`config.mk`:
```
export PLATFORM = sky130hd
export DESIGN_NAME = hdmi_timing_gen
export DESIGN_NICKNAME = d
export VERILOG_FILES = /design/src/rtl/hdmi_timing_gen.sv
export SDC_FILE = /design/constraint.sdc
export NUM_CORES = 1
export LEC_CHECK = 0
export BUFFER_PORTS_ARGS = -buffer_cell sky130_fd_sc_hd__buf_2
export CORE_UTILIZATION = 51
export DETAILED_ROUTE_END_ITERATION = 8
export PLACE_DENSITY_LB_ADDON = 0.12
export SLEW_MARGIN = 25
export SYNTH_ARGS = -nofsm -noshare
export SYNTH_HDL_FRONTEND = slang
export SYNTH_SLANG_ARGS = --single-unit
```
`constraint.sdc`:
```
create_clock -name CLK_PX -period 2 [get_ports CLK_PX]
set_clock_uncertainty 0.2 [all_clocks]
set_input_delay 0.1 -clock CLK_PX [delete_from_list [all_inputs] [get_ports CLK_PX]]
set_output_delay 0.1 -clock CLK_PX [all_outputs]
set_load 0.02 [all_outputs]
```
`src/rtl/hdmi_timing_gen.sv`:
```
// hdmi_timing_gen: raster timing generator for the HDMI transmitter.
//
// Produces the pixel-ROM read address for every active pixel, and HSYNC, VSYNC,
// DE and FRAME_START delayed so that they line up with the ROM read data.
//
// Ports:
//   CLK_PX      in   pixel clock
//   RST         in   synchronous reset, active-high (overrides EN)
//   EN          in   run enable (I2C configuration done)
//   PX_ADDR     out  image ROM read address
//   ADDR_VALID  out  PX_ADDR refers to an active pixel
//   X, Y        out  column / row of the current PX_ADDR
//   DE          out  data enable, aligned to ROM data
//   HSYNC       out  horizontal sync at HS_POL, aligned to ROM data
//   VSYNC       out  vertical sync at VS_POL, aligned to ROM data
//   FRAME_START out  one-cycle pulse on pixel (0,0), aligned to DE
//
// Build option: define HDMI_TIMING_SCALE2_EN for pixel doubling of a
// half-resolution image (PX_ADDR = (Y>>1)*(H_ACTIVE/2) + (X>>1)). Without it the
// address is linear, one ROM word per active pixel.
//
// PIPE_DLY must lie in 1..4; X/Y are 10 bits, so H_TOT and V_TOT must fit 10 bits.

module hdmi_timing_gen #(
  parameter int unsigned H_ACTIVE   = 640,
  parameter int unsigned H_FP       = 16,
  parameter int unsigned H_SYNC     = 96,
  parameter int unsigned H_BP       = 48,
  parameter int unsigned V_ACTIVE   = 480,
  parameter int unsigned V_FP       = 10,
  parameter int unsigned V_SYNC     = 2,
  parameter int unsigned V_BP       = 33,
  parameter bit          HS_POL     = 1'b0,
  parameter bit          VS_POL     = 1'b0,
  parameter int unsigned PIPE_DLY   = 2,
  parameter int unsigned ADDR_WIDTH = 19
) (
  input  logic                  CLK_PX,
  input  logic                  RST,
  input  logic                  EN,
  output logic [ADDR_WIDTH-1:0] PX_ADDR,
  output logic                  ADDR_VALID,
  output logic [9:0]            X,
  output logic [9:0]            Y,
  output logic                  DE,
  output logic                  HSYNC,
  output logic                  VSYNC,
  output logic                  FRAME_START
);

  localparam int unsigned HTot = H_ACTIVE + H_FP + H_SYNC + H_BP;
  localparam int unsigned VTot = V_ACTIVE + V_FP + V_SYNC + V_BP;
  // Raw decode is registered once into the address stage, then PIPE_DLY more.
  localparam int unsigned Dly  = 1 + PIPE_DLY;

  localparam logic [9:0] HActEnd  = 10'(H_ACTIVE);
  localparam logic [9:0] HSyncBeg = 10'(H_ACTIVE + H_FP);
  localparam logic [9:0] HSyncEnd = 10'(H_ACTIVE + H_FP + H_SYNC);
  localparam logic [9:0] HLast    = 10'(HTot - 1);
  localparam logic [9:0] VActEnd  = 10'(V_ACTIVE);
  localparam logic [9:0] VSyncBeg = 10'(V_ACTIVE + V_FP);
  localparam logic [9:0] VSyncEnd = 10'(V_ACTIVE + V_FP + V_SYNC);
  localparam logic [9:0] VLast    = 10'(VTot - 1);

  localparam logic [ADDR_WIDTH-1:0] AddrOne = ADDR_WIDTH'(1);

  // Stage 0 counters
  logic [9:0] h_ctr_q, h_ctr_d;
  logic [9:0] v_ctr_q, v_ctr_d;
  logic       h_wrap, v_wrap;

  // Raw decode, gated by EN so a disabled generator feeds inactive values
  logic act, hs, vs, fs;

  // Address stage
  logic [ADDR_WIDTH-1:0] px_addr_q, px_addr_d;
  logic                  addr_valid_q, addr_valid_d;
  logic [9:0]            x_q, x_d;
  logic [9:0]            y_q, y_d;

`ifdef HDMI_TIMING_SCALE2_EN
  logic [ADDR_WIDTH-1:0] line_base_q, line_base_d;
  logic [ADDR_WIDTH-1:0] col_q, col_d;
  localparam logic [ADDR_WIDTH-1:0] HalfLine = ADDR_WIDTH'(H_ACTIVE / 2);
`else
  // Address to hand to the next active pixel of the frame
  logic [ADDR_WIDTH-1:0] cnt_q, cnt_d;
`endif

  // Output delay lines; index Dly-1 drives the pins
  logic [Dly-1:0] de_pipe_q, de_pipe_d;
  logic [Dly-1:0] hs_pipe_q, hs_pipe_d;
  logic [Dly-1:0] vs_pipe_q, vs_pipe_d;
  logic [Dly-1:0] fs_pipe_q, fs_pipe_d;

  always_comb begin
    h_wrap = (h_ctr_q == HLast);
    v_wrap = (v_ctr_q == VLast);

    act = EN && (h_ctr_q < HActEnd) && (v_ctr_q < VActEnd);
    hs  = EN && (h_ctr_q >= HSyncBeg) && (h_ctr_q < HSyncEnd);
    vs  = EN && (v_ctr_q >= VSyncBeg) && (v_ctr_q < VSyncEnd);
    fs  = EN && (h_ctr_q == 10'd0) && (v_ctr_q == 10'd0);

    h_ctr_d = h_ctr_q;
    v_ctr_d = v_ctr_q;
    if (!EN) begin
      h_ctr_d = 10'd0;
      v_ctr_d = 10'd0;
    end else if (h_wrap) begin
      h_ctr_d = 10'd0;
      v_ctr_d = v_wrap ? 10'd0 : v_ctr_q + 10'd1;
    end else begin
      h_ctr_d = h_ctr_q + 10'd1;
    end
  end

  always_comb begin
    addr_valid_d = act;
    x_d          = h_ctr_q;
    y_d          = v_ctr_q;
    px_addr_d    = px_addr_q;
`ifdef HDMI_TIMING_SCALE2_EN
    line_base_d = line_base_q;
    col_d       = col_q;
    if (!EN) begin
      px_addr_d   = '0;
      line_base_d = '0;
      col_d       = '0;
    end else begin
      if (act) begin
        px_addr_d = line_base_q + col_q;
      end
      if (h_wrap) begin
        col_d = '0;
        // Each source line is shown twice: step the base after odd rows only.
        if (v_wrap) begin
          line_base_d = '0;
        end else if ((v_ctr_q < VActEnd) && v_ctr_q[0]) begin
          line_base_d = line_base_q + HalfLine;
        end
      end else if (act && h_ctr_q[0]) begin
        col_d = col_q + AddrOne;
      end
    end
`else
    cnt_d = cnt_q;
    if (!EN) begin
      px_addr_d = '0;
      cnt_d     = '0;
    end else if (act) begin
      if (fs) begin
        px_addr_d = '0;
        cnt_d     = AddrOne;
      end else begin
        px_addr_d = cnt_q;
        cnt_d     = cnt_q + AddrOne;
      end
    end
`endif
  end

  always_comb begin
    de_pipe_d = {de_pipe_q[Dly-2:0], act};
    hs_pipe_d = {hs_pipe_q[Dly-2:0], hs ? HS_POL : ~HS_POL};
    vs_pipe_d = {vs_pipe_q[Dly-2:0], vs ? VS_POL : ~VS_POL};
    fs_pipe_d = {fs_pipe_q[Dly-2:0], fs};
  end

  always_ff @(posedge CLK_PX) begin
    if (RST) begin
      h_ctr_q      <= '0;
      v_ctr_q      <= '0;
      px_addr_q    <= '0;
      addr_valid_q <= 1'b0;
      x_q          <= '0;
      y_q          <= '0;
`ifdef HDMI_TIMING_SCALE2_EN
      line_base_q  <= '0;
      col_q        <= '0;
`else
      cnt_q        <= '0;
`endif
      de_pipe_q    <= '0;
      hs_pipe_q    <= {Dly{~HS_POL}};
      vs_pipe_q    <= {Dly{~VS_POL}};
      fs_pipe_q    <= '0;
    end else begin
      h_ctr_q      <= h_ctr_d;
      v_ctr_q      <= v_ctr_d;
      px_addr_q    <= px_addr_d;
      addr_valid_q <= addr_valid_d;
      x_q          <= x_d;
      y_q          <= y_d;
`ifdef HDMI_TIMING_SCALE2_EN
      line_base_q  <= line_base_d;
      col_q        <= col_d;
`else
      cnt_q        <= cnt_d;
`endif
      de_pipe_q    <= de_pipe_d;
      hs_pipe_q    <= hs_pipe_d;
      vs_pipe_q    <= vs_pipe_d;
      fs_pipe_q    <= fs_pipe_d;
    end
  end

  assign PX_ADDR     = px_addr_q;
  assign ADDR_VALID  = addr_valid_q;
  assign X           = x_q;
  assign Y           = y_q;
  assign DE          = de_pipe_q[Dly-1];
  assign HSYNC       = hs_pipe_q[Dly-1];
  assign VSYNC       = vs_pipe_q[Dly-1];
  assign FRAME_START = fs_pipe_q[Dly-1];

endmodule

```
### After elaboration in Yosys (flattened, before gate mapping)

Cells that the tools add are included.

| operators by class | value |
|---|---|
| muxes and demuxes | 5 |
| magnitude comparators | 6 |
| bitwise gates (word level) | 1 |
| reductions and logical operators | 12 |
| $add $sub $neg | 3 |
| eq/ne operators | 2 |

Operators with widths:

| kind | number |
|---|---|
| $mux W19 | 2 |
| $add A10 B1 Y10 const B | 2 |
| $eq A10 B10 Y1 const B | 2 |
| $logic_not A10 Y1 | 2 |
| $lt A10 B10 Y1 const B | 2 |
| $lt A10 B9 Y1 const B | 2 |
| $add A19 B1 Y19 const B | 1 |
| $ge A10 B10 Y1 const B | 1 |
| $ge A10 B9 Y1 const B | 1 |
| $mux W10 | 1 |
| $logic_and A1 B1 Y1 | 8 |
| $reduce_or A3 Y1 | 1 |
| $mux W1 | 2 |
| $reduce_or A2 Y1 | 1 |
| $not A1 Y1 | 1 |

| storage, ports and cells | value |
|---|---|
| input port bits | 3 |
| word-level logic and storage cells | 40 |
| output and inout bits | 44 |
| bits in registers | 91 |

### Longest topological paths before layout

| depth | value |
|---|---|
| word-level depth | 4 |
| depth in mapped cells | 8 |
| mapped depth without buffers | 7 |

### Worst setup path before layout

Ideal clock, no wire load.

| timing path | value |
|---|---|
| path type | register -> register |
| start | reg v_ctr_q[0] |
| end | reg cnt_q[6] |
| buffers on the path | 1 |
| clock period less this slack | 1.988 ns |
| required time | 1.685 ns |
| stages on the path, launching flop included | 9 |
| setup slack | 0.012 ns |
| data arrival time | 1.673 ns |
| path through | dfxtp_1 -> inv_1 -> ha_1 -> or4b_1 -> nor3_2 -> nand4_2 -> nand2_4 -> buf_6 -> nor2_1 |

| on the way | value |
|---|---|
| word-level cells in the longest chain between the ends | 3 |
| elaborated cells on any way between the ends | 5 |
| classes of those cells | order compare: 1; mux: 1; reduce/logical: 3 |

Ends and longest elaborated chain:

| item | RTL line | source |
|---|---|---|
| start, declared | 69 | `logic [9:0] v_ctr_q, v_ctr_d;` |
| start signal, assigned | 190 | `v_ctr_q <= v_ctr_d;` |
| parallel branches: the longest is 3 deep, another holds $lt A10 B9 Y1 | -- |  |
| end signal, assigned | 199 | `cnt_q <= cnt_d;` |
| end, declared | 87 | `logic [ADDR_WIDTH-1:0] cnt_q, cnt_d;` |

Parallel ways; which one is timed is not known.
A chain may end at the register's enable or synchronous reset.

### Final worst setup path

| timing path | value |
|---|---|
| start | reg v_ctr_q[1] |
| end | reg cnt_q[0] |

Same word-level chain as after synthesis.

==> run_summary.xml <==
<?xml version="1.0" encoding="UTF-8"?>
<metrics>
  <group name="grt">
    <metric name="congestion_overflow_gr" unit="">0</metric>
    <metric name="grt_start_max_net_pins" unit="">26</metric>
    <metric name="initial_antenna_violation_count" unit="">0</metric>
    <metric name="grt_pass1_wl" unit="um">11600</metric>
    <metric name="grt_use_total" unit="%">20.5</metric>
    <metric name="grt_pass1_vias" unit="">2500</metric>
  </group>
  <group name="timing">
    <metric name="fin_crit_sh" unit="%">103</metric>
    <metric name="setup_violations" unit="">43</metric>
    <metric name="grt_setup_unrepaired" unit="">yes</metric>
    <metric name="finalWorstPathRequiredPeriod" unit="ns">2.07</metric>
    <metric name="maxClockFrequency" unit="MHz">484</metric>
    <metric name="fin_ws" unit="ns">-0.0670</metric>
    <metric name="timing.final.max_slew_violations" unit="">0</metric>
    <metric name="worstMarginPinSlew" unit="ns">0.515</metric>
    <metric name="max-slew-margin-rel" unit="%">65.7</metric>
    <metric name="hold_viol" unit="">0</metric>
    <metric name="whs" unit="ns">0.0132</metric>
    <metric name="tns" unit="ns">-1.76</metric>
  </group>
  <group name="power_and_ir_drop">
    <metric name="static-leakage-power" unit="nW">1.72</metric>
    <metric name="irDropWorstVdd" unit="mV">0.337</metric>
    <metric name="power_density" unit="nW/um2">708</metric>
  </group>
  <group name="setup_path">
    <metric name="crit_slowest_cell" unit="">sky130_fd_sc_hd__or4b_4</metric>
    <metric name="cp.arrival" unit="ns">2.18</metric>
    <metric name="worstSetupStartpointType" unit="">register</metric>
    <metric name="required" unit="ns">2.11</metric>
    <metric name="cp_cell_sequence" unit="">inv_2 -&gt; ha_4 -&gt; or4b_4 -&gt; nor3_4 -&gt; buf_6 -&gt; nand4_4 -&gt; buf_6 -&gt; nand3_4 -&gt; o211a_1</metric>
    <metric name="cpLargestDelayFamily" unit="">simple AND/OR/NAND/NOR gates</metric>
    <metric name="critical-path-max-stage-delay" unit="ns">0.47</metric>
    <metric name="most_common_cell_type_on_the_critical_path" unit="">sky130_fd_sc_hd__buf_6</metric>
    <metric name="worstPathMaxFanout" unit="">4</metric>
    <metric name="critical_path_class" unit="">reg -&gt; reg</metric>
    <metric name="setup.worst_path.end_class" unit="">register</metric>
    <metric name="path_buf_inv" unit="">3</metric>
    <metric name="r2r_slack" unit="ns">-0.07</metric>
  </group>
  <group name="cts">
    <metric name="htree_num_levels" unit="">3</metric>
    <metric name="clockRootBuffer" unit="">sky130_fd_sc_hd__clkbuf_8</metric>
    <metric name="tritoncts_clock_tree" unit="">built</metric>
    <metric name="clkSinkCount" unit="">90</metric>
    <metric name="cts_buffer_count" unit="">9</metric>
    <metric name="clk_pin_slew_worst_paths" unit="ns">0.09</metric>
    <metric name="clockBufferDepth" unit="">2</metric>
    <metric name="clkLatencyLatePin" unit="ns">0.37</metric>
  </group>
  <group name="yosys">
    <metric name="ys.warnings.count" unit="">0</metric>
    <metric name="primary_ff_master_synth" unit="">sky130_fd_sc_hd__dfxtp_1</metric>
    <metric name="yosys.cell_types.count" unit="">40</metric>
    <metric name="synth.avg_cell_area" unit="um2">9.49</metric>
    <metric name="synth-seq-area-share" unit="%">52.3</metric>
    <metric name="synth_top_area_share" unit="%">52.3</metric>
    <metric name="synth_enable_flop_cells" unit="">0</metric>
    <metric name="ys_ff_latch" unit="">90</metric>
    <metric name="synth.cell_area" unit="um2">3450</metric>
    <metric name="yosys-top-cells-area" unit="">sky130_fd_sc_hd__dfxtp_1, sky130_fd_sc_hd__xor2_1, sky130_fd_sc_hd__nand2_1, sky130_fd_sc_hd__nor2_1, sky130_fd_sc_hd__nor2b_1</metric>
    <metric name="synth_nets" unit="">371</metric>
    <metric name="synth.largest_area_cell" unit="">sky130_fd_sc_hd__dfxtp_1</metric>
    <metric name="synthCells" unit="">363</metric>
    <metric name="post_synthesis_async_set_or_reset_flop_share" unit="%">0</metric>
  </group>
  <group name="final_layout">
    <metric name="fraction_of_final_layout_cells_with_drive_strength_greater_than_1" unit="%">32.6</metric>
    <metric name="antenna_diode_count" unit="">0</metric>
    <metric name="post_layout_nonfiller_instances" unit="">531</metric>
    <metric name="relative_area_change_from_synthesis_to_final_layout" unit="%">27.5</metric>
    <metric name="finalNetCount" unit="">457</metric>
  </group>
  <group name="die">
    <metric name="floorplan.initialDensity" unit="%">53.7</metric>
    <metric name="num_io_pins" unit="">47</metric>
    <metric name="die_h" unit="um">84.2</metric>
    <metric name="core_region_area" unit="um2">6420</metric>
    <metric name="die_area" unit="um2">7090</metric>
    <metric name="row_count" unit="">29</metric>
    <metric name="fp.dieW" unit="um">84.2</metric>
  </group>
  <group name="detailed_routing">
    <metric name="route.detailed.drc" unit="">10</metric>
    <metric name="drt-initial-drc-count" unit="">79</metric>
    <metric name="routed-via-count" unit="">2726</metric>
    <metric name="avgRoutedWirePerCell" unit="um">13.1</metric>
    <metric name="route.detailed.vias_per_inst" unit="">5.13</metric>
    <metric name="drtAntennaViolNets" unit="">0</metric>
    <metric name="routed_wirelength" unit="um">6980</metric>
    <metric name="dr.pass1.iters" unit="">6</metric>
  </group>
  <group name="status">
    <metric name="result_of_the_run" unit="">finished with violations</metric>
    <metric name="violations" unit="">design-rule violations, negative setup slack</metric>
  </group>
  <group name="worst_hold_path">
    <metric name="worst_hold_path_type" unit="">in -&gt; reg</metric>
  </group>
  <group name="placement">
    <metric name="placedCellCount" unit="">512</metric>
    <metric name="globalplace.congestion" unit="">0.865</metric>
    <metric name="detailedPlacementHpwl" unit="um">4780</metric>
    <metric name="port_buffers" unit="">46</metric>
    <metric name="dp_slack" unit="ns">-0.102</metric>
  </group>
  <group name="job">
    <metric name="timing.max_cap.violations" unit="">0</metric>
  </group>
</metrics>
-- cell type report --
class                           instances  area [um2]
Clock buffer                           11         151
Fill cell                             502        2030
Multi-Input combinational cell        252        1640
Timing Repair Buffer                   92         647
Clock inverter                          5        35.0
Tap cell                               77        96.3
Sequential cell                        90        1810
Inverter                                4        15.0
-- repair_timing --
| action | in CTS | in global routing |
|---|---|---|
| buffers inserted | 1 | 1 |
| gates cloned | 0 | 0 |
| hold buffers | 1 | 0 |
| setup endpoints to repair | 48 | 50 |
| hold endpoints to repair | 15 | 0 |
| pin swaps | 15 | 5 |
| gates resized for setup | 16 | 19 |
-- through the flow --
| stage | power (W) | cell area, um2 | util (%) |
|---|---|---|---|
| after CTS | 0.00312 | 4310 | 67.1 |
| after global placement | 0.00196 | 4050 | 63.0 |
| after global routing | 0.00321 | 4390 | 68.4 |
| after detailed placement | 0.00196 | 4050 | 63.0 |
| after floorplan | 0.00191 | 3450 | - |
| final | 0.00311 | 4390 | 68.4 |
-- cell usage after synthesis, types with 3 or more instances --
cell                       instances
sky130_fd_sc_hd__nand3_1          16
sky130_fd_sc_hd__or2_2             4
sky130_fd_sc_hd__clkbuf_1          8
sky130_fd_sc_hd__and3_1            4
sky130_fd_sc_hd__inv_1             4
sky130_fd_sc_hd__and4_1            3
sky130_fd_sc_hd__xor2_1           24
sky130_fd_sc_hd__a21oi_1          22
sky130_fd_sc_hd__ha_1              5
sky130_fd_sc_hd__buf_6             4
sky130_fd_sc_hd__xnor2_1           9
sky130_fd_sc_hd__nor2b_1          22
sky130_fd_sc_hd__nor4_1            3
sky130_fd_sc_hd__nand2_1          53
sky130_fd_sc_hd__dfxtp_1          90
sky130_fd_sc_hd__nand4_1          13
sky130_fd_sc_hd__buf_2             3
sky130_fd_sc_hd__nor2_1           44
sky130_fd_sc_hd__nor3_1            5
-- registers in the layout (all words and copies together), names as in the netlist --
signal and count:
PX_ADDR 19, X 10, Y 10, cnt_q 19, de_pipe_q 3, fs_pipe_q 3
h_ctr_q 10, hs_pipe_q 3, v_ctr_q 10, vs_pipe_q 3
-- cell families (layout without fill, tap and decap cells) --
kind of cell               count (synthesis)  after routing  synth area share, %
and+or+nand+nor                          187            187                 29.4
DFF                                       90             90                 52.3
buffers and inverters                     21            112                 3.34
xor gates and xnor gates                  33             33                 8.39
adders and majority gates                  5              5                 1.82
AOI/OAI and AO/OA                         27             27                 4.79
-- worst min-delay path, stage by stage --
cell and delay (ns):
sky130_fd_sc_hd__buf_2 0.13, sky130_fd_sc_hd__nor2b_1 0.15, sky130_fd_sc_hd__nand3_1 0.07, sky130_fd_sc_hd__or4_1 0.10
-- layout by cell type (no fill, tap or decap), types with 3 or more instances in the layout --
master,n
sky130_fd_sc_hd__and3_1,4
sky130_fd_sc_hd__buf_2,46
sky130_fd_sc_hd__a21oi_1,19
sky130_fd_sc_hd__a21oi_2,3
sky130_fd_sc_hd__buf_4,36
sky130_fd_sc_hd__xor2_1,24
sky130_fd_sc_hd__nor3_1,5
sky130_fd_sc_hd__nand4_1,13
sky130_fd_sc_hd__buf_6,5
sky130_fd_sc_hd__buf_12,4
sky130_fd_sc_hd__nor2_1,37
sky130_fd_sc_hd__and4_1,3
sky130_fd_sc_hd__nand2_1,52
sky130_fd_sc_hd__nor2b_1,22
sky130_fd_sc_hd__nand3_1,13
sky130_fd_sc_hd__xnor2_1,9
sky130_fd_sc_hd__dfxtp_1,87
sky130_fd_sc_hd__clkbuf_8,11
sky130_fd_sc_hd__nor4_2,4
sky130_fd_sc_hd__or2_2,4
sky130_fd_sc_hd__nor2_2,7
sky130_fd_sc_hd__dfxtp_2,3
sky130_fd_sc_hd__ha_1,3
-- layer usage --
metal  routed length, um  vias to the layer above  GRT usage (%)
met5                   0                        -              0
li1                    -                     1384              -
met4                 123                        0           10.0
met2                3260                       50           32.6
met1                3330                     1280           27.3
met3                 259                       12           3.44
-- worst paths after layout --
path / startpoint / to / cells after the start
min reg2reg: vs_pipe_q[1] / vs_pipe_q[2] / 1
min: EN / hs_pipe_q[0] / 4
max: v_ctr_q[1] / cnt_q[0] / 9
max reg2reg: v_ctr_q[1] / cnt_q[0] / 9
-- power by group --
part           internal [W]  switching (W)
Combinational     0.0000519      0.0000769
Clock              0.000524       0.000652
Sequential          0.00180     0.00000483
Total               0.00238       0.000734
Power figures use the tool's default switching activity.
